$ cat config.mk
export PLATFORM = sky130hd
export DESIGN_NAME = car_lane_ctrl_flat
export DESIGN_NICKNAME = d
export VERILOG_FILES = /design/src/rtl/car_dash_pkg.sv /design/src/rtl/car_lane_ctrl_if.sv /design/src/rtl/dir_debounce.sv /design/src/rtl/car_lane_ctrl.sv /design/src/flat_wrapper.sv
export SDC_FILE = /design/constraint.sdc
export NUM_CORES = 1
export LEC_CHECK = 0
export CORE_MARGIN = 2
export CORE_UTILIZATION = 33
export CTS_CLUSTER_DIAMETER = 120
export DETAILED_ROUTE_END_ITERATION = 12
export MAX_ROUTING_LAYER = met4
export REMOVE_ABC_BUFFERS = 1
export SYNTH_ARGS = -nofsm -noshare
export SYNTH_HDL_FRONTEND = slang
export SYNTH_HIERARCHICAL = 1
export SYNTH_SLANG_ARGS = --single-unit
$ cat constraint.sdc
create_clock -name CLK -period 5.2 [get_ports CLK]
set_input_delay 0.52 -clock CLK [delete_from_list [all_inputs] [get_ports CLK]]
set_output_delay 0.52 -clock CLK [all_outputs]
set_load 0.05 [all_outputs]
$ cat src/rtl/car_dash_pkg.sv
// Shared encodings for the dashboard lane controller: joystick directions, FSM states
// and a small sizing helper.
package car_dash_pkg;

    typedef enum logic [1:0] {
        DIR_CENTRE  = 2'b00,
        DIR_LEFT    = 2'b01,
        DIR_RIGHT   = 2'b10,
        DIR_INVALID = 2'b11
    } dir_e;

    typedef enum logic [1:0] {
        StCentre = 2'b00,
        StStep   = 2'b01,
        StHold   = 2'b10
    } lane_state_e;

    function automatic int unsigned max3(input int unsigned a, input int unsigned b,
                                         input int unsigned c);
        int unsigned m;
        m = (a > b) ? a : b;
        return (m > c) ? m : c;
    endfunction

endpackage

$ cat src/rtl/car_lane_ctrl_if.sv
// Joystick-to-lane-controller bundle: raw direction in, lane index and step pulses out.
interface car_lane_ctrl_if;

    logic [1:0] DIR;
    logic [2:0] LANE;
    logic       MOVE_L;
    logic       MOVE_R;
    logic       BUMP;

    modport master (output DIR, input LANE, input MOVE_L, input MOVE_R, input BUMP);
    modport slave  (input DIR, output LANE, output MOVE_L, output MOVE_R, output BUMP);

endinterface

$ cat src/rtl/dir_debounce.sv
// Direction debouncer: DIR_OUT follows DIR_IN once STABLE_CNT consecutive samples agree.
module dir_debounce
    import car_dash_pkg::*;
#(
    parameter int unsigned STABLE_CNT = 20,
    parameter int unsigned CNT_W      = $clog2(STABLE_CNT + 1)
) (
    input  logic CLK,
    input  logic RST,
    input  dir_e DIR_IN,
    output dir_e DIR_OUT
);

    localparam logic [CNT_W-1:0] CntSat = CNT_W'(STABLE_CNT);

    dir_e             cand_q, cand_d;
    dir_e             out_q, out_d;
    logic [CNT_W-1:0] cnt_q, cnt_d;

    // The sample that reloads the candidate counts as the first of the STABLE_CNT.
    always_comb begin
        cand_d = cand_q;
        cnt_d  = cnt_q;
        out_d  = out_q;
        if (DIR_IN != cand_q) begin
            cand_d = DIR_IN;
            cnt_d  = '0;
            if (STABLE_CNT <= 1) begin
                out_d = DIR_IN;
            end
        end else begin
            if (cnt_q != CntSat) begin
                cnt_d = cnt_q + CNT_W'(1);
            end
            if (32'(cnt_q) + 32'd2 >= STABLE_CNT) begin
                out_d = cand_q;
            end
        end
    end

    always_ff @(posedge CLK) begin
        if (!RST) begin
            cand_q <= DIR_CENTRE;
            cnt_q  <= '0;
            out_q  <= DIR_CENTRE;
        end else begin
            cand_q <= cand_d;
            cnt_q  <= cnt_d;
            out_q  <= out_d;
        end
    end

    assign DIR_OUT = out_q;

endmodule

$ cat src/rtl/car_lane_ctrl.sv
// Lane controller: debounced joystick steps a saturating lane index with move/bump pulses.
// Auto-repeat while a tilt is held is built only when CAR_LANE_AUTOREPEAT_EN is defined.
module car_lane_ctrl
    import car_dash_pkg::*;
#(
    parameter int unsigned LANES       = 3,
    parameter int unsigned START_LANE  = 1,
    parameter int unsigned STABLE_CNT  = 20,
    parameter int unsigned REPEAT_DLY  = 50_000_000,
    parameter int unsigned REPEAT_RATE = 25_000_000
) (
    input logic            CLK,
    input logic            RST,
    car_lane_ctrl_if.slave lane_bus
);

    localparam int unsigned CntMax    = max3(STABLE_CNT, REPEAT_DLY, REPEAT_RATE);
    localparam int unsigned CntW      = $clog2(CntMax + 1);
    localparam logic [2:0]  LaneMax   = 3'(LANES - 1);
    localparam logic [2:0]  StartLane = 3'(START_LANE);

    dir_e dir_raw;
    dir_e dir_acc;
    logic tilt;

    assign dir_raw = dir_e'(lane_bus.DIR);

    dir_debounce #(
        .STABLE_CNT (STABLE_CNT),
        .CNT_W      (CntW)
    ) u_debounce (
        .CLK     (CLK),
        .RST     (RST),
        .DIR_IN  (dir_raw),
        .DIR_OUT (dir_acc)
    );

    assign tilt = (dir_acc == DIR_LEFT) || (dir_acc == DIR_RIGHT);

    lane_state_e state_q, state_d;
    dir_e        step_dir_q, step_dir_d;
    logic [2:0]  lane_q, lane_d;
    logic        move_l_q, move_l_d;
    logic        move_r_q, move_r_d;
    logic        bump_q, bump_d;

`ifdef CAR_LANE_AUTOREPEAT_EN
    // Limits are two short: the STEP cycle and the deciding HOLD cycle complete the period.
    localparam logic [CntW-1:0] RepSat     = CntW'(CntMax);
    localparam logic [CntW-1:0] RepDlyLim  = CntW'((REPEAT_DLY >= 2) ? REPEAT_DLY - 2 : 0);
    localparam logic [CntW-1:0] RepRateLim = CntW'((REPEAT_RATE >= 2) ? REPEAT_RATE - 2 : 0);

    logic [CntW-1:0] rep_cnt_q, rep_cnt_d;
    logic [CntW-1:0] rep_lim;
    logic            repeating_q, repeating_d;
`endif

    always_comb begin
        state_d    = state_q;
        step_dir_d = step_dir_q;
        lane_d     = lane_q;
        move_l_d   = 1'b0;
        move_r_d   = 1'b0;
        bump_d     = 1'b0;
`ifdef CAR_LANE_AUTOREPEAT_EN
        repeating_d = repeating_q;
        rep_lim     = repeating_q ? RepRateLim : RepDlyLim;
`endif
        unique case (state_q)
            StCentre: begin
                if (tilt) begin
                    state_d    = StStep;
                    step_dir_d = dir_acc;
                end
            end
            StStep: begin
                state_d = StHold;
                if (step_dir_q == DIR_LEFT) begin
                    if (lane_q == 3'd0) begin
                        bump_d = 1'b1;
                    end else begin
                        lane_d   = lane_q - 3'd1;
                        move_l_d = 1'b1;
                    end
                end else begin
                    if (lane_q == LaneMax) begin
                        bump_d = 1'b1;
                    end else begin
                        lane_d   = lane_q + 3'd1;
                        move_r_d = 1'b1;
                    end
                end
            end
            StHold: begin
                if (!tilt) begin
                    state_d = StCentre;
`ifdef CAR_LANE_AUTOREPEAT_EN
                    repeating_d = 1'b0;
`endif
                end else if (dir_acc != step_dir_q) begin
                    state_d    = StStep;
                    step_dir_d = dir_acc;
`ifdef CAR_LANE_AUTOREPEAT_EN
                    repeating_d = 1'b0;
                end else if (rep_cnt_q == rep_lim) begin
                    state_d     = StStep;
                    repeating_d = 1'b1;
`endif
                end
            end
            default: state_d = StCentre;
        endcase
`ifdef CAR_LANE_AUTOREPEAT_EN
        rep_cnt_d = '0;
        if ((state_q == StHold) && (state_d == StHold)) begin
            rep_cnt_d = (rep_cnt_q == RepSat) ? rep_cnt_q : rep_cnt_q + CntW'(1);
        end
`endif
    end

    always_ff @(posedge CLK) begin
        if (!RST) begin
            state_q    <= StCentre;
            step_dir_q <= DIR_CENTRE;
            lane_q     <= StartLane;
            move_l_q   <= 1'b0;
            move_r_q   <= 1'b0;
            bump_q     <= 1'b0;
        end else begin
            state_q    <= state_d;
            step_dir_q <= step_dir_d;
            lane_q     <= lane_d;
            move_l_q   <= move_l_d;
            move_r_q   <= move_r_d;
            bump_q     <= bump_d;
        end
    end

`ifdef CAR_LANE_AUTOREPEAT_EN
    always_ff @(posedge CLK) begin
        if (!RST) begin
            rep_cnt_q   <= '0;
            repeating_q <= 1'b0;
        end else begin
            rep_cnt_q   <= rep_cnt_d;
            repeating_q <= repeating_d;
        end
    end
`endif

    assign lane_bus.LANE   = lane_q;
    assign lane_bus.MOVE_L = move_l_q;
    assign lane_bus.MOVE_R = move_r_q;
    assign lane_bus.BUMP   = bump_q;

endmodule

$ cat src/flat_wrapper.sv
// flat-port wrapper written by rule: the top's interface ports become plain ports
module car_lane_ctrl_flat import car_dash_pkg::*;
#(
    parameter int unsigned LANES       = 3,
    parameter int unsigned START_LANE  = 1,
    parameter int unsigned STABLE_CNT  = 20,
    parameter int unsigned REPEAT_DLY  = 50_000_000,
    parameter int unsigned REPEAT_RATE = 25_000_000
)
  (CLK, RST, lane_bus_DIR, lane_bus_LANE, lane_bus_MOVE_L, lane_bus_MOVE_R, lane_bus_BUMP);
  car_lane_ctrl_if lane_bus_i ();
  input logic CLK;
  input logic RST;
  input wire logic [$bits(lane_bus_i.DIR)-1:0] lane_bus_DIR;
  output wire logic [$bits(lane_bus_i.LANE)-1:0] lane_bus_LANE;
  output wire logic [$bits(lane_bus_i.MOVE_L)-1:0] lane_bus_MOVE_L;
  output wire logic [$bits(lane_bus_i.MOVE_R)-1:0] lane_bus_MOVE_R;
  output wire logic [$bits(lane_bus_i.BUMP)-1:0] lane_bus_BUMP;
  assign lane_bus_i.DIR = lane_bus_DIR;
  assign lane_bus_LANE = lane_bus_i.LANE;
  assign lane_bus_MOVE_L = lane_bus_i.MOVE_L;
  assign lane_bus_MOVE_R = lane_bus_i.MOVE_R;
  assign lane_bus_BUMP = lane_bus_i.BUMP;
  car_lane_ctrl #(.LANES(LANES), .START_LANE(START_LANE), .STABLE_CNT(STABLE_CNT), .REPEAT_DLY(REPEAT_DLY), .REPEAT_RATE(REPEAT_RATE)) u_core (.CLK(CLK), .RST(RST), .lane_bus(lane_bus_i));
endmodule
==> run_results.csv <==
group,metric,value,unit
synth,synth_mux_area_frac,0.0264,
worst_setup_path,reg2reg_to,"u_core/u_debounce/DIR_OUT[1]$_SDFFE_PN0P_",
synth,synth_top_family_by_area,"simple AND/OR/NAND/NOR gates",
power_and_ir_drop,p_per_area,239,nW/um2
sta,slew_headroom,0.365,
power_and_ir_drop,power,0.000619,W
die,rows,30,
clock_tree,cts.sinks,40,
routing,drt_iter0_markers,102,
synth,synth_area,2320,um2
worst_setup_path,critPathMaxStageDelay,0.46,ns
final_layout,insertedDiodeCount,0,
synth,ys_seq_area_frac,0.345,
worst_setup_path,cp.required,5.38,ns
global_route,antenna_found_initial,0,
die,die-area,7730,um2
power_and_ir_drop,clock_power_share,0.475,
placement,post-dp-hpwl,3.38,mm
synth,yosysTopAreaCell,"dfxtp_1",
sta,setup_tns,0,ns
power_and_ir_drop,pwr-share-comb,0.026,
placement,io_buffers,9,
synth,synth-edff-count,0,
worst_setup_path,crit_chain,"ha_1, nand3_2, or3_4, or3_4, xnor2_2, nor4_2, a31oi_4, mux2i_1",
clock_tree,cts_tree,"done",
final_layout,stdcell_count,381,
final_layout,area_growth,11.4,%
run,cap_viol_max_count,0,
synth,yosysUniqueCellTypes,58,
clock_tree,cts_hold_buf,0,
clock_tree,ctsResizeCount,0,
routing,drc,0,
synth,synth-xor-area-share,0.108,
global_route,grt_pass1_vias,1833,
routing,wirelength,4.75,mm
worst_setup_path,cp-endpoint,"u_core/u_debounce/DIR_OUT[1]$_SDFFE_PN0P_",
sta,fin_ws,2.55,ns
final_layout,drive_above_1_share,0.0772,
sta,period_share,0.510,
worst_setup_path,arrival,2.83,ns
global_route,grt_max_degree,27,
outcome,status,"finished, final reports clean",
placement,numPlacedInstances,374,
worst_setup_path,end_kind,"flip-flop",
power_and_ir_drop,p_seq_frac,0.499,
worst_setup_path,worstRegToRegCells,8,
synth,ys_ff_latch,40,
power_and_ir_drop,p_leak,0.796,nW
worst_setup_path,worst-path-max-fanout,7,
worst_setup_path,timing.rr.start,"u_core/u_debounce/cnt_q[2]$_SDFFE_PP0P_",
sta,finalClockSkew,0.00601,ns
clock_tree,clkTransAtPathRegs,0.08,ns
worst_setup_path,crit_type,"reg -> reg",
global_route,grt_overflow,0,
placement,globalplace.congestion,0.850,
routing,vias,1996,
global_route,grt_pass1_wl,8.40,mm
synth,synth_compound_area_frac,0.152,
sta,slew_viol_final,0,
die,io_pins,10,
sta,worst_hold_slack,0.501,ns
synth,async_flop_share,0,
power_and_ir_drop,p_sw_frac,0.189,
synth,synthSimpleGateAreaFrac,0.305,
clock_tree,cts_max_level,2,
sta,fmax,377,MHz
routing,ant_nets,0,
clock_tree,cts_made_buffers,5,
power_and_ir_drop,intPower,0.000502,W
clock_tree,cts_setup_buffers,0,
sta,setup_viol,0,
synth,syn_inst,284,
synth,synthAdderAreaFrac,0.0215,
synth,synthFlopType,"dfxtp_1",
clock_tree,clk-insertion-delay-late,0.29,ns
die,start_util,0.342,
synth,synth.avg_cell_area,8.18,um2
final_layout,fin_nets,293,
clock_tree,clk_path_buf_depth,2,
routing,dr.pass1.iters,4,
worst_setup_path,startpoint,"u_core/u_debounce/cnt_q[2]$_SDFFE_PP0P_",
routing,vias_per_cell,5.24,
power_and_ir_drop,peakVddDrop,192,uV
worst_setup_path,rrSetupSlack,2.55,ns
clock_tree,clock-root-buffer,"clkbuf_8",
sta,worst_slew_pin_slew,0.950,ns
power_and_ir_drop,switchingPower,0.000117,W
sta,finalHoldViolations,0,
synth,synth_warnings,6,
synth,synth_top_cells_by_area,"dfxtp_1 (34%), nor2_1 (6.1%), xnor2_1 (5.3%)",
worst_setup_path,cp-start-kind,"flip-flop",
global_route,grt_use_total,0.141,
sta,period_needed,2.65,ns
die,die_h,87.9,um
die,die_x,87.9,um
final_layout,nFillCells,704,
routing,detail_route.wl_per_cell,12.5,um
worst_setup_path,crit_top_cell,"or3_4",
synth,synth_top_cell_area_share,0.345,
worst_setup_path,crit_slowest_cell,"or3_4",
die,core_area,6790,um2
worst_hold_path,hold_class,"reg -> reg",
placement,dpl_worst_slack,2.56,ns
sta,rsz0062_at_grt,"false",
[stage by stage]
stage	cell area, um2	util
finish	2590	0.381
global route	2590	0.381
CTS	2590	0.381
detailed placement	2460	0.362
global placement	2460	0.362
floorplan	2250	-
[cell type report]
| class | count | area, um2 | area share |
|---|---|---|---|
| clock buffers | 5 | 68.8 | 0.0266 |
| multi-input cells | 223 | 1430 | 0.551 |
| clock inverters | 2 | 60.1 | 0.0232 |
| inverters | 6 | 22.5 | 0.00870 |
| well taps | 96 | 120 | 0.0464 |
| repair buffers | 9 | 90.1 | 0.0348 |
| flip-flops and latches | 40 | 801 | 0.309 |
[synth_stat cells, types with 2 or more instances]
| cell type | count |
|---|---|
| nor3b_1 | 2 |
| inv_1 | 6 |
| or3_4 | 2 |
| xor2_1 | 11 |
| dfxtp_1 | 40 |
| nor4b_1 | 2 |
| nor2_1 | 38 |
| o21ai_0 | 14 |
| a31o_2 | 2 |
| and4_1 | 2 |
| a22oi_1 | 2 |
| a21boi_1 | 2 |
| buf_2 | 5 |
| ha_1 | 4 |
| a31oi_1 | 2 |
| and2_1 | 3 |
| nor2b_1 | 4 |
| nand4_1 | 7 |
| nand2_1 | 21 |
| nor3_1 | 13 |
| xnor2_1 | 14 |
| nor4_1 | 3 |
| a21boi_0 | 2 |
| a21oi_1 | 12 |
| o31ai_1 | 2 |
| and3_1 | 5 |
| mux2i_1 | 5 |
| nand3b_1 | 2 |
| or3_1 | 4 |
| nand3_1 | 18 |
| clkbuf_1 | 8 |
[sequential cells by signal, summed over array words and instances (netlist names)]
signal,cells
u_core/lane_bus.MOVE_L,1
u_core/lane_bus.MOVE_R,1
u_core/u_debounce/cnt_q,26
u_core/state_q,2
u_core/step_dir_q,2
u_core/lane_bus.LANE,3
u_core/u_debounce/cand_q,2
u_core/u_debounce/DIR_OUT,2
u_core/lane_bus.BUMP,1
[metal layers]
metal | up-vias | wire length (um) | track usage | part of all wire
met2 | 24 | 2160 | 0.217 | 0.45
met4 | 0 | 65 | 0.0503 | 0.014
met5 | - | 0 | - | 0
met1 | 956 | 2390 | 0.181 | 0.50
met3 | 7 | 141 | 0.0311 | 0.030
li1 | 1009 | - | - | -
[kinds of logic after synthesis]
group / after synthesis
buffers and inverters: 21
AOI/OAI and AO/OA: 52
xor gates and xnor gates: 27
muxes: 6
DFF: 40
adders and majority gates: 4
and+or+nand+nor: 134
[worst min path at each step]
stage	start	end	slack (ns)	cells after the start
2_1_floorplan	u_core/u_debounce/cand_q[0]$_SDFFE_PN0P_	u_core/u_debounce/DIR_OUT[0]$_SDFFE_PN0P_	0.45	2
3_3_place_gp	u_core/u_debounce/cand_q[1]$_SDFFE_PN0P_	u_core/u_debounce/DIR_OUT[1]$_SDFFE_PN0P_	0.47	2
3_5_place_dp	u_core/u_debounce/cand_q[1]$_SDFFE_PN0P_	u_core/u_debounce/DIR_OUT[1]$_SDFFE_PN0P_	0.48	2
4_1_cts	u_core/u_debounce/cand_q[1]$_SDFFE_PN0P_	u_core/u_debounce/DIR_OUT[1]$_SDFFE_PN0P_	0.50	2
5_1_grt	u_core/u_debounce/cand_q[0]$_SDFFE_PN0P_	u_core/u_debounce/DIR_OUT[0]$_SDFFE_PN0P_	0.55	2
6_report	u_core/u_debounce/cand_q[1]$_SDFFE_PN0P_	u_core/u_debounce/DIR_OUT[1]$_SDFFE_PN0P_	0.50	2
[layout by cell type, fill, tap and decap left out, drive strengths merged, types with 3 or more instances in the layout]
master	count
nor3	14
nor4	4
nor2b	5
clkbuf	5
nand2	21
nor2	38
nand3	19
nand4	7
and3	5
xor2	12
mux2i	5
or3	6
a21boi	4
clkdlybuf4s50	9
a21oi	12
xnor2	15
dfxtp	40
and2	3
a31oi	3
ha	4
inv	6
o21ai	15
[critical path: cells and delay by family, from the launching register on]
kind / cells / cell delay, ns
mux: 1 / 0.14
simple gates: 4 / 1.37
xor+xnor: 1 / 0.14
fa+ha+maj: 1 / 0.32
compound gates: 1 / 0.15
flops: 1 / 0.42
[power by group through the flow]
| stage | clock network (W) | registers (W) | logic, W |
|---|---|---|---|
| detailed placement | 0 | 0.000316 | 0.0000164 |
| CTS | 0.000305 | 0.000309 | 0.0000164 |
| finish | 0.000294 | 0.000309 | 0.0000159 |
| global placement | 0 | 0.000316 | 0.0000162 |
| global route | 0.000319 | 0.000309 | 0.0000182 |
| floorplan | 0 | 0.000316 | 0.00000960 |
(Power assumes the default switching activity.)
